**config.mk**
```make
export PLATFORM = sky130hd
export DESIGN_NAME = sync_inserter
export DESIGN_NICKNAME = d
export VERILOG_FILES = /design/src/rtl/sync_inserter.sv
export SDC_FILE = /design/constraint.sdc
export NUM_CORES = 1
export LEC_CHECK = 0
export ABC_AREA = 1
export CORE_ASPECT_RATIO = 0.7
export CORE_MARGIN = 3
export CORE_UTILIZATION = 40
export DETAILED_ROUTE_END_ITERATION = 8
export DONT_BUFFER_PORTS = 1
export HOLD_SLACK_MARGIN = 0.06
export PLACE_DENSITY = 0.53
export SLEW_MARGIN = 20
export SYNTH_ARGS = -nofsm -noshare
export SYNTH_HDL_FRONTEND = slang
export SYNTH_SLANG_ARGS = --single-unit
```
**constraint.sdc**
```tcl
create_clock -name core_clk -period 2.1 [get_ports core_clk]
set_input_delay 0.21 -clock core_clk [delete_from_list [all_inputs] [get_ports core_clk]]
set_output_delay 0.21 -clock core_clk [all_outputs]
set_load 0.03 [all_outputs]
```
**src/rtl/sync_inserter.sv**
```systemverilog
// Attached-sync-marker inserter: prefixes each codeword with SYNC_MARKER, forces the frame
// length to CODEWORD_LEN by padding or dropping, and packs the byte stream into 32-bit words.
module sync_inserter #(
    parameter logic [31:0] SYNC_MARKER  = 32'h1ACFFC1D,
    parameter int unsigned CODEWORD_LEN = 255,
    parameter logic [7:0]  FILL_BYTE    = 8'h55
) (
    input  logic        core_clk,
    input  logic        rst,
    input  logic [7:0]  s_axis_input_tdata,
    input  logic        s_axis_input_tvalid,
    input  logic        s_axis_input_tlast,
    output logic        s_axis_input_tready,
    output logic [31:0] data_o,
    output logic        data_valid_o,
    input  logic        data_ready_i,
    output logic        frame_err_o
);

    typedef enum logic [2:0] {S_IDLE, S_MARKER, S_PASS, S_PAD, S_DROP} state_e;

    localparam logic [7:0] LenByte = 8'(CODEWORD_LEN);

    state_e      state_q;
    logic [1:0]  pack_cnt_q;
    logic [1:0]  mrk_idx_q;
    logic [23:0] shift_q;
    logic [7:0]  byte_cnt_q;

    logic        byte_ok;
    logic        accept;
    logic        push;
    logic [7:0]  push_byte;
    logic [7:0]  cnt_inc;
    logic        cnt_done;
    logic [31:0] marker_shift;

    // A 4th byte may only enter once the pending output word has gone or is leaving.
    assign byte_ok = (pack_cnt_q != 2'd3) || !data_valid_o || data_ready_i;
    assign s_axis_input_tready = ((state_q == S_PASS) && byte_ok) || (state_q == S_DROP);
    assign accept   = s_axis_input_tvalid && s_axis_input_tready;
    assign cnt_inc  = byte_cnt_q + 8'd1;
    assign cnt_done = (cnt_inc == LenByte);
    assign marker_shift = SYNC_MARKER >> {~mrk_idx_q, 3'b000};

    always_comb begin
        push      = 1'b0;
        push_byte = FILL_BYTE;
        unique case (state_q)
            S_IDLE:   push = !s_axis_input_tvalid && (pack_cnt_q != 2'd0) && byte_ok;
            S_MARKER: begin
                push      = byte_ok;
                push_byte = marker_shift[7:0];
            end
            S_PASS:   begin
                push      = accept;
                push_byte = s_axis_input_tdata;
            end
            S_PAD:    push = byte_ok;
            default:  push = 1'b0;
        endcase
    end

    always_ff @(posedge core_clk) begin
        if (rst) begin
            state_q      <= S_IDLE;
            pack_cnt_q   <= 2'd0;
            mrk_idx_q    <= 2'd0;
            shift_q      <= 24'd0;
            byte_cnt_q   <= 8'd0;
            data_o       <= 32'd0;
            data_valid_o <= 1'b0;
            frame_err_o  <= 1'b0;
        end else begin
            frame_err_o <= 1'b0;

            if (push && (pack_cnt_q == 2'd3)) begin
                data_o       <= {shift_q, push_byte};
                data_valid_o <= 1'b1;
                pack_cnt_q   <= 2'd0;
            end else begin
                if (push) begin
                    shift_q    <= {shift_q[15:0], push_byte};
                    pack_cnt_q <= pack_cnt_q + 2'd1;
                end
                if (data_valid_o && data_ready_i) begin
                    data_valid_o <= 1'b0;
                end
            end

            unique case (state_q)
                S_IDLE: begin
                    if (s_axis_input_tvalid) begin
                        state_q   <= S_MARKER;
                        mrk_idx_q <= 2'd0;
                    end
                end
                S_MARKER: begin
                    if (byte_ok) begin
                        mrk_idx_q <= mrk_idx_q + 2'd1;
                        if (mrk_idx_q == 2'd3) begin
                            state_q    <= S_PASS;
                            byte_cnt_q <= 8'd0;
                        end
                    end
                end
                S_PASS: begin
                    if (accept) begin
                        byte_cnt_q <= cnt_inc;
                        if (cnt_done) begin
                            state_q     <= s_axis_input_tlast ? S_IDLE : S_DROP;
                            frame_err_o <= !s_axis_input_tlast;
                        end else if (s_axis_input_tlast) begin
                            state_q     <= S_PAD;
                            frame_err_o <= 1'b1;
                        end
                    end
                end
                S_PAD: begin
                    if (byte_ok) begin
                        byte_cnt_q <= cnt_inc;
                        if (cnt_done) begin
                            state_q <= S_IDLE;
                        end
                    end
                end
                S_DROP: begin
                    if (accept && s_axis_input_tlast) begin
                        state_q <= S_IDLE;
                    end
                end
                default: state_q <= S_IDLE;
            endcase
        end
    end

endmodule
```
==> impl_metrics.toml, run 1 <==
[run_status]
outcome = "finished clean"

[cts]
path_clk_slew_ns = 0.06
numClockSinks = 73
cts-htree-levels = 3
postCtsSetupRepairBufs = 0
cts_tree = "built"
numCtsBuffers = 9
clockBufferDepth = 2
cts-root-buf = "clkbuf_16"
clk_latency_ns = 0.33

[synth]
ys_types = 25
postSynthCellCount = 450
avgSynthCellArea_um2 = 7.18
yosysWarnings = 0
syn_area_mm2 = 0.00323
ys_seq_area_share_pct = 45.3
synthesis.nets = 473
ys_seq_elements = 73

[sta]
final-hold-violation-count = 0
max_freq_mhz = 513
finalClockSkew_ns = 0.00781
rsz0062_at_grt = "true"
tightestPinTransition_ns = 0.627
post-route-period-util_pct = 92.8
hold_slack_ns = 0.0727
fin_crit_ns = 1.95
slew_violations = 0
fin_setup_tns_ns = 0
slew_headroom_pct = 58.2
setup_viol = 0
setup_ws_ns = 0.152

[routing]
drtIter0Drc = 187
vias_per_cell = 4.94
wire_per_inst_um = 13.7
wl_mm = 7.60
route.detailed.drc = 0
firstDrtPassIters = 4
vias = 2749
postRouteAntennaNets = 0

[die]
dieArea_mm2 = 0.00920
core-area_mm2 = 0.00755
rows = 26
die_h_um = 81.2
die_x_um = 113
initial_utilization_pct = 42.8
ios = 48

[worst_setup_path]
start_kind = "flop"
reg2reg_depth = 18
cp-end-kind = "flop"
r2r_setup_slack_ns = 0.15
crit_type = "reg2reg"
critPathRequiredTime_ns = 2.37
crit_fanout = 5
timing.rr.start = "byte_cnt_q[1]"
arrival_ns = 2.22
r2r_end = "state_q[1]"

[power_and_ir_drop]
powerDensity_mw_per_mm2 = 1580
power_leakage_nw = 1.52
vdd_ir_drop_max_mv = 0.545
p_total_mw = 5.89

[placement]
gp_congestion = 0.861
dp.final_hpwl_mm = 5.26
post_dp_cell_area_mm2 = 0.00329
portBuffers = 0
post-place-ws_ns = -0.0197

[hold_path]
hold_path_class = "in2reg"
worstHoldPathCells = 3
worstHoldStart = "data_ready_i"
min_delay_worst_endpoint = "data_valid_o"

[grt]
grt_pass1_vias = 2599
grt_usage_pct = 17.3
grt_overflow_total = 0
grt_pass1_wl_mm = 12.4
antenna_found_initial = 0
grt_max_degree = 72

[finish]
fillers = 791
areaGrowthSynthToFinish_pct = 15.2
drive_gt1_share_pct = 12.2
diodes = 0
nets = 476
fin_area_mm2 = 0.00372

[flow_run]
maxCapViolCount = 0
Yosys cell counts, drive strengths merged:
cell	instances	share of area [%]
buf	16	4.3
o22ai	2	0.39
inv	31	3.7
a22o	1	0.27
nand2	70	8.5
dfxtp	73	45
a211oi	1	0.23
nor2	140	17
nand4	4	0.77
nand3	11	2.0
ha	10	3.9
a21oi	20	3.1
o21ai	64	10
clkbuf	6	0.70
o2111ai	1	0.27
cell usage in the layout, fill, tap and decap left out, types with 2 or more instances in the layout:
cell type      instances
ha_2                   2
inv_1                 26
inv_6                  3
o21ai_2                3
clkbuf_16              9
nor2_1               138
nand4_1                4
nand2_2                6
o21ai_1               18
dfxtp_1               69
a21oi_1               20
o21ai_0               43
bufinv_16              3
dlygate4sd3_1          2
buf_4                 11
nand2_1               63
dfxtp_2                2
dfxtp_4                2
o22ai_1                2
nand3_2                5
nand3_1                6
ha_1                   7
inv_2                  3
stage by stage:
stage | utilization [%] | std cells
CTS | 48.5 | 556
detailed placement | 43.7 | 538
floorplan | - | 450
global placement | 43.7 | 538
finish | 49.3 | 556
global route | 49.3 | 556
state kept, by name, indices dropped and copies added (netlist names):
register      flops
data_o           32
data_valid_o      1
pack_cnt_q        2
mrk_idx_q         2
frame_err_o       1
shift_q          24
state_q           3
byte_cnt_q        8
critical path, cell delays in order (launching register included):
cell,delay [ns]
dfxtp_4,0.38
ha_4,0.16
inv_2,0.03
nand2_1,0.05
nand2_1,0.07
nor2_1,0.11
nand3_1,0.10
nor2_1,0.12
nand2_1,0.08
ha_2,0.17
nand2_2,0.06
nand3_2,0.06
nor2_2,0.08
nand2_1,0.07
inv_2,0.08
nand2_2,0.06
nand2_1,0.06
nand2_1,0.04
nor2_1,0.09
logic make-up (layout without fill, tap and decap cells):
group | count (synthesis) | in the layout | share of synthesized area, %
AO/OA/AOI/OAI | 89 | 89 | 14.4
adder cells (fa/ha/maj) | 10 | 10 | 3.87
buffers and inverters | 53 | 61 | 8.64
flip-flops | 73 | 73 | 45.3
AND/OR/NAND/NOR | 225 | 225 | 27.8
power by group:
part	total, mW	switching [mW]	internal (mW)
clock network	1.76	0.589	1.17
logic	2.09	1.36	0.729
registers	2.04	0.314	1.73
area by class of cell:
class	instances	area, µm²	area share (%)
Multi-Input combinational cell	324	1540	41.3
Sequential cell	73	1470	39.6
Clock buffer	10	229	6.16
Inverter	31	124	3.33
Timing Repair Buffer	14	123	3.30
Tap cell	98	123	3.30
Clock inverter	6	113	3.03
repair_timing:
item                                   4_1_cts  5_1_grt
pin swaps                                    0       11
endpoints found under the hold margin        2        0
gates resized for setup                      3       21
hold buffers                                 2        0
setup endpoints to repair                    3       23
gates cloned                                 0        0
worst max path at each step:
stage,from,to,slack [ns],cells past startpoint
final,byte_cnt_q[1],state_q[1],0.15,18
after global routing,byte_cnt_q[1],state_q[1],-0.05,18
after CTS,byte_cnt_q[1],state_q[1],0.03,16
after detailed placement,byte_cnt_q[1],state_q[1],-0.02,16
after global placement,byte_cnt_q[1],state_q[1],0.07,16
after floorplan,byte_cnt_q[1],state_q[1],0.18,15
layer usage:
layer | vias to the layer above | share of wire [%] | GRT usage [%]
met1 | 1232 | 52 | 23.7
li1 | 1443 | - | -
met5 | - | 0 | 0
met3 | 7 | 9.5 | 8.79
met4 | 0 | 1.3 | 5.88
met2 | 67 | 37 | 23.2
Power figures use the tool's default switching activity.
==> inputs of run 2 (changes only) <==
--- a/config.mk
+++ b/config.mk
@@ -8,11 +8,11 @@
 export ABC_AREA = 1
 export CORE_ASPECT_RATIO = 0.7
 export CORE_MARGIN = 3
-export CORE_UTILIZATION = 40
+export CORE_UTILIZATION = 56
 export DETAILED_ROUTE_END_ITERATION = 8
 export DONT_BUFFER_PORTS = 1
 export HOLD_SLACK_MARGIN = 0.06
-export PLACE_DENSITY = 0.53
+export PLACE_DENSITY = 0.71
 export SLEW_MARGIN = 20
 export SYNTH_ARGS = -nofsm -noshare
 export SYNTH_HDL_FRONTEND = slang
==> constraint.sdc (replaced) <==
create_clock -name core_clk -period 2.1 [get_ports core_clk]
set_input_delay 0.315 -clock core_clk [delete_from_list [all_inputs] [get_ports core_clk]]
set_output_delay 0.315 -clock core_clk [all_outputs]
set_load 0.03 [all_outputs]
==> run 2 against run 1 <==
  * Non-clock buffer count is 2 higher
  * Clock-buffer cell count unchanged
  * Die area shrank 27%
  * Critical path depth decreased by 1
  * Final cell count down 4.3%
  * Fmax up 1.3%
  * Worst hold slack improved by 0.069 ns
  * Highest routed layer unchanged
==> impl_metrics.toml, run 2 (synthesized netlist as in run 1, its figures left out) <==
[sta]
setup_viol = 0
max_freq_mhz = 520
finalClockSkew_ns = 0.0117
tightestPinTransition_ns = 0.599
final-hold-violation-count = 0
slew_violations = 0
hold_slack_ns = 0.142
fin_crit_ns = 1.92
rsz0062_at_grt = "true"
post-route-period-util_pct = 91.6
slew_headroom_pct = 60.0

[placement]
post_dp_cell_area_mm2 = 0.00325
gp_congestion = 0.870
dp_cells = 512
dp.final_hpwl_mm = 4.91
portBuffers = 0

[worst_setup_path]
crit_fanout = 5
crit_type = "reg2reg"
cp-end-kind = "flop"
arrival_ns = 2.21
start_kind = "flop"
critPathRequiredTime_ns = 2.39
r2r_setup_slack_ns = 0.18

[finish]
diodes = 0
top_register = "data_o"
fin_area_mm2 = 0.00357
largest_reg_flops = 32
final_cells = 532
final_common_cell = "nor2_1"
top_regs = "data_o (32), shift_q (24), byte_cnt_q (8)"
nets = 478
drive_gt1_share_pct = 12.2
final_cell_mix = "138 x nor2_1, 70 x dfxtp_1, 62 x nand2_1, 43 x o21ai_0, 27 x inv_1"
areaGrowthSynthToFinish_pct = 10.4

[routing]
wl_mm = 7.15
vias = 2758
route.detailed.drc = 0
wire_per_inst_um = 13.4
firstDrtPassIters = 5
drtIter0Drc = 189
vias_per_cell = 5.18
postRouteAntennaNets = 0

[cts]
cts-htree-levels = 3
clk_latency_ns = 0.34
clockBufferDepth = 2
numCtsBuffers = 9
cts_tree = "built"
cts-root-buf = "clkbuf_8"
path_clk_slew_ns = 0.08
numClockSinks = 73

[power_and_ir_drop]
vdd_ir_drop_max_mv = 0.597
powerDensity_mw_per_mm2 = 1490
power_leakage_nw = 1.46
p_total_mw = 5.32

[grt]
grt_overflow_total = 0
grt_max_degree = 72
antenna_found_initial = 0
grt_pass1_vias = 2508
grt_pass1_wl_mm = 11.8
grt_usage_pct = 21.4

[die]
ios = 48
core-area_mm2 = 0.00540
initial_utilization_pct = 59.9
die_h_um = 69.5
dieArea_mm2 = 0.00673
die_x_um = 96.8
rows = 22

[run_status]
outcome = "finished clean"

[flow_run]
maxCapViolCount = 0

[hold_path]
hold_path_class = "in2reg"
[run 2: final timing paths]
path | to | start | cells after the start
setup reg to reg | state_q[1] | byte_cnt_q[1] | 17
hold / removal | frame_err_o | s_axis_input_tvalid | 2
setup / recovery | state_q[1] | byte_cnt_q[1] | 17
hold reg to reg | shift_q[16] | shift_q[16] | 2
[run 2: final cells by class]
cell class	instances	area, µm²
inverters	31	121
clock buffers	10	138
multi-input cells	324	1530
flip-flops and latches	73	1470
fillers	472	1830
clock inverters	6	90.1
repair buffers	16	123
well taps	72	90.1
[run 2: metrics by stage]
step	TNS (ns)	utilization, %	setup WS, ns
finish	0	66.1	0.177
global route	-0.00855	66.1	-0.00855
CTS	0	64.8	0.00367
detailed placement	-0.100	60.2	-0.0523
global placement	0	60.2	0.0575
floorplan	0	-	0.176
[run 2: where the power goes]
part           internal, mW  switching [mW]
logic                 0.705            1.34
clock network         0.705           0.538
registers              1.72           0.308
total                  3.13            2.19
[run 2: timing repair]
item,CTS,global route
setup buffers,0,3
hold buffers,1,0
resized for setup,4,15
gates cloned,0,0
endpoints found under the hold margin,1,0
pin swaps,0,11
endpoints found under the setup margin,3,46
[run 2: critical path, stage by stage, from the launching register on]
cell,delay [ns]
dfxtp_4,0.37
ha_4,0.17
nand3_1,0.11
nand2_1,0.08
nand2_1,0.07
nand3_1,0.07
nor2_1,0.13
nand2_2,0.09
ha_4,0.17
nand2_2,0.07
nand3_2,0.06
nor2_2,0.08
nand2_1,0.06
inv_2,0.07
nand2_2,0.07
nand2_1,0.06
nand2_1,0.05
nor2_1,0.09
[run 2: metal layers]
metal | GRT usage, % | routed length, µm
met1 | 30.1 | 3510
met2 | 31.4 | 2980
met3 | 8.74 | 630
met4 | 3.27 | 31
met5 | 0 | 0
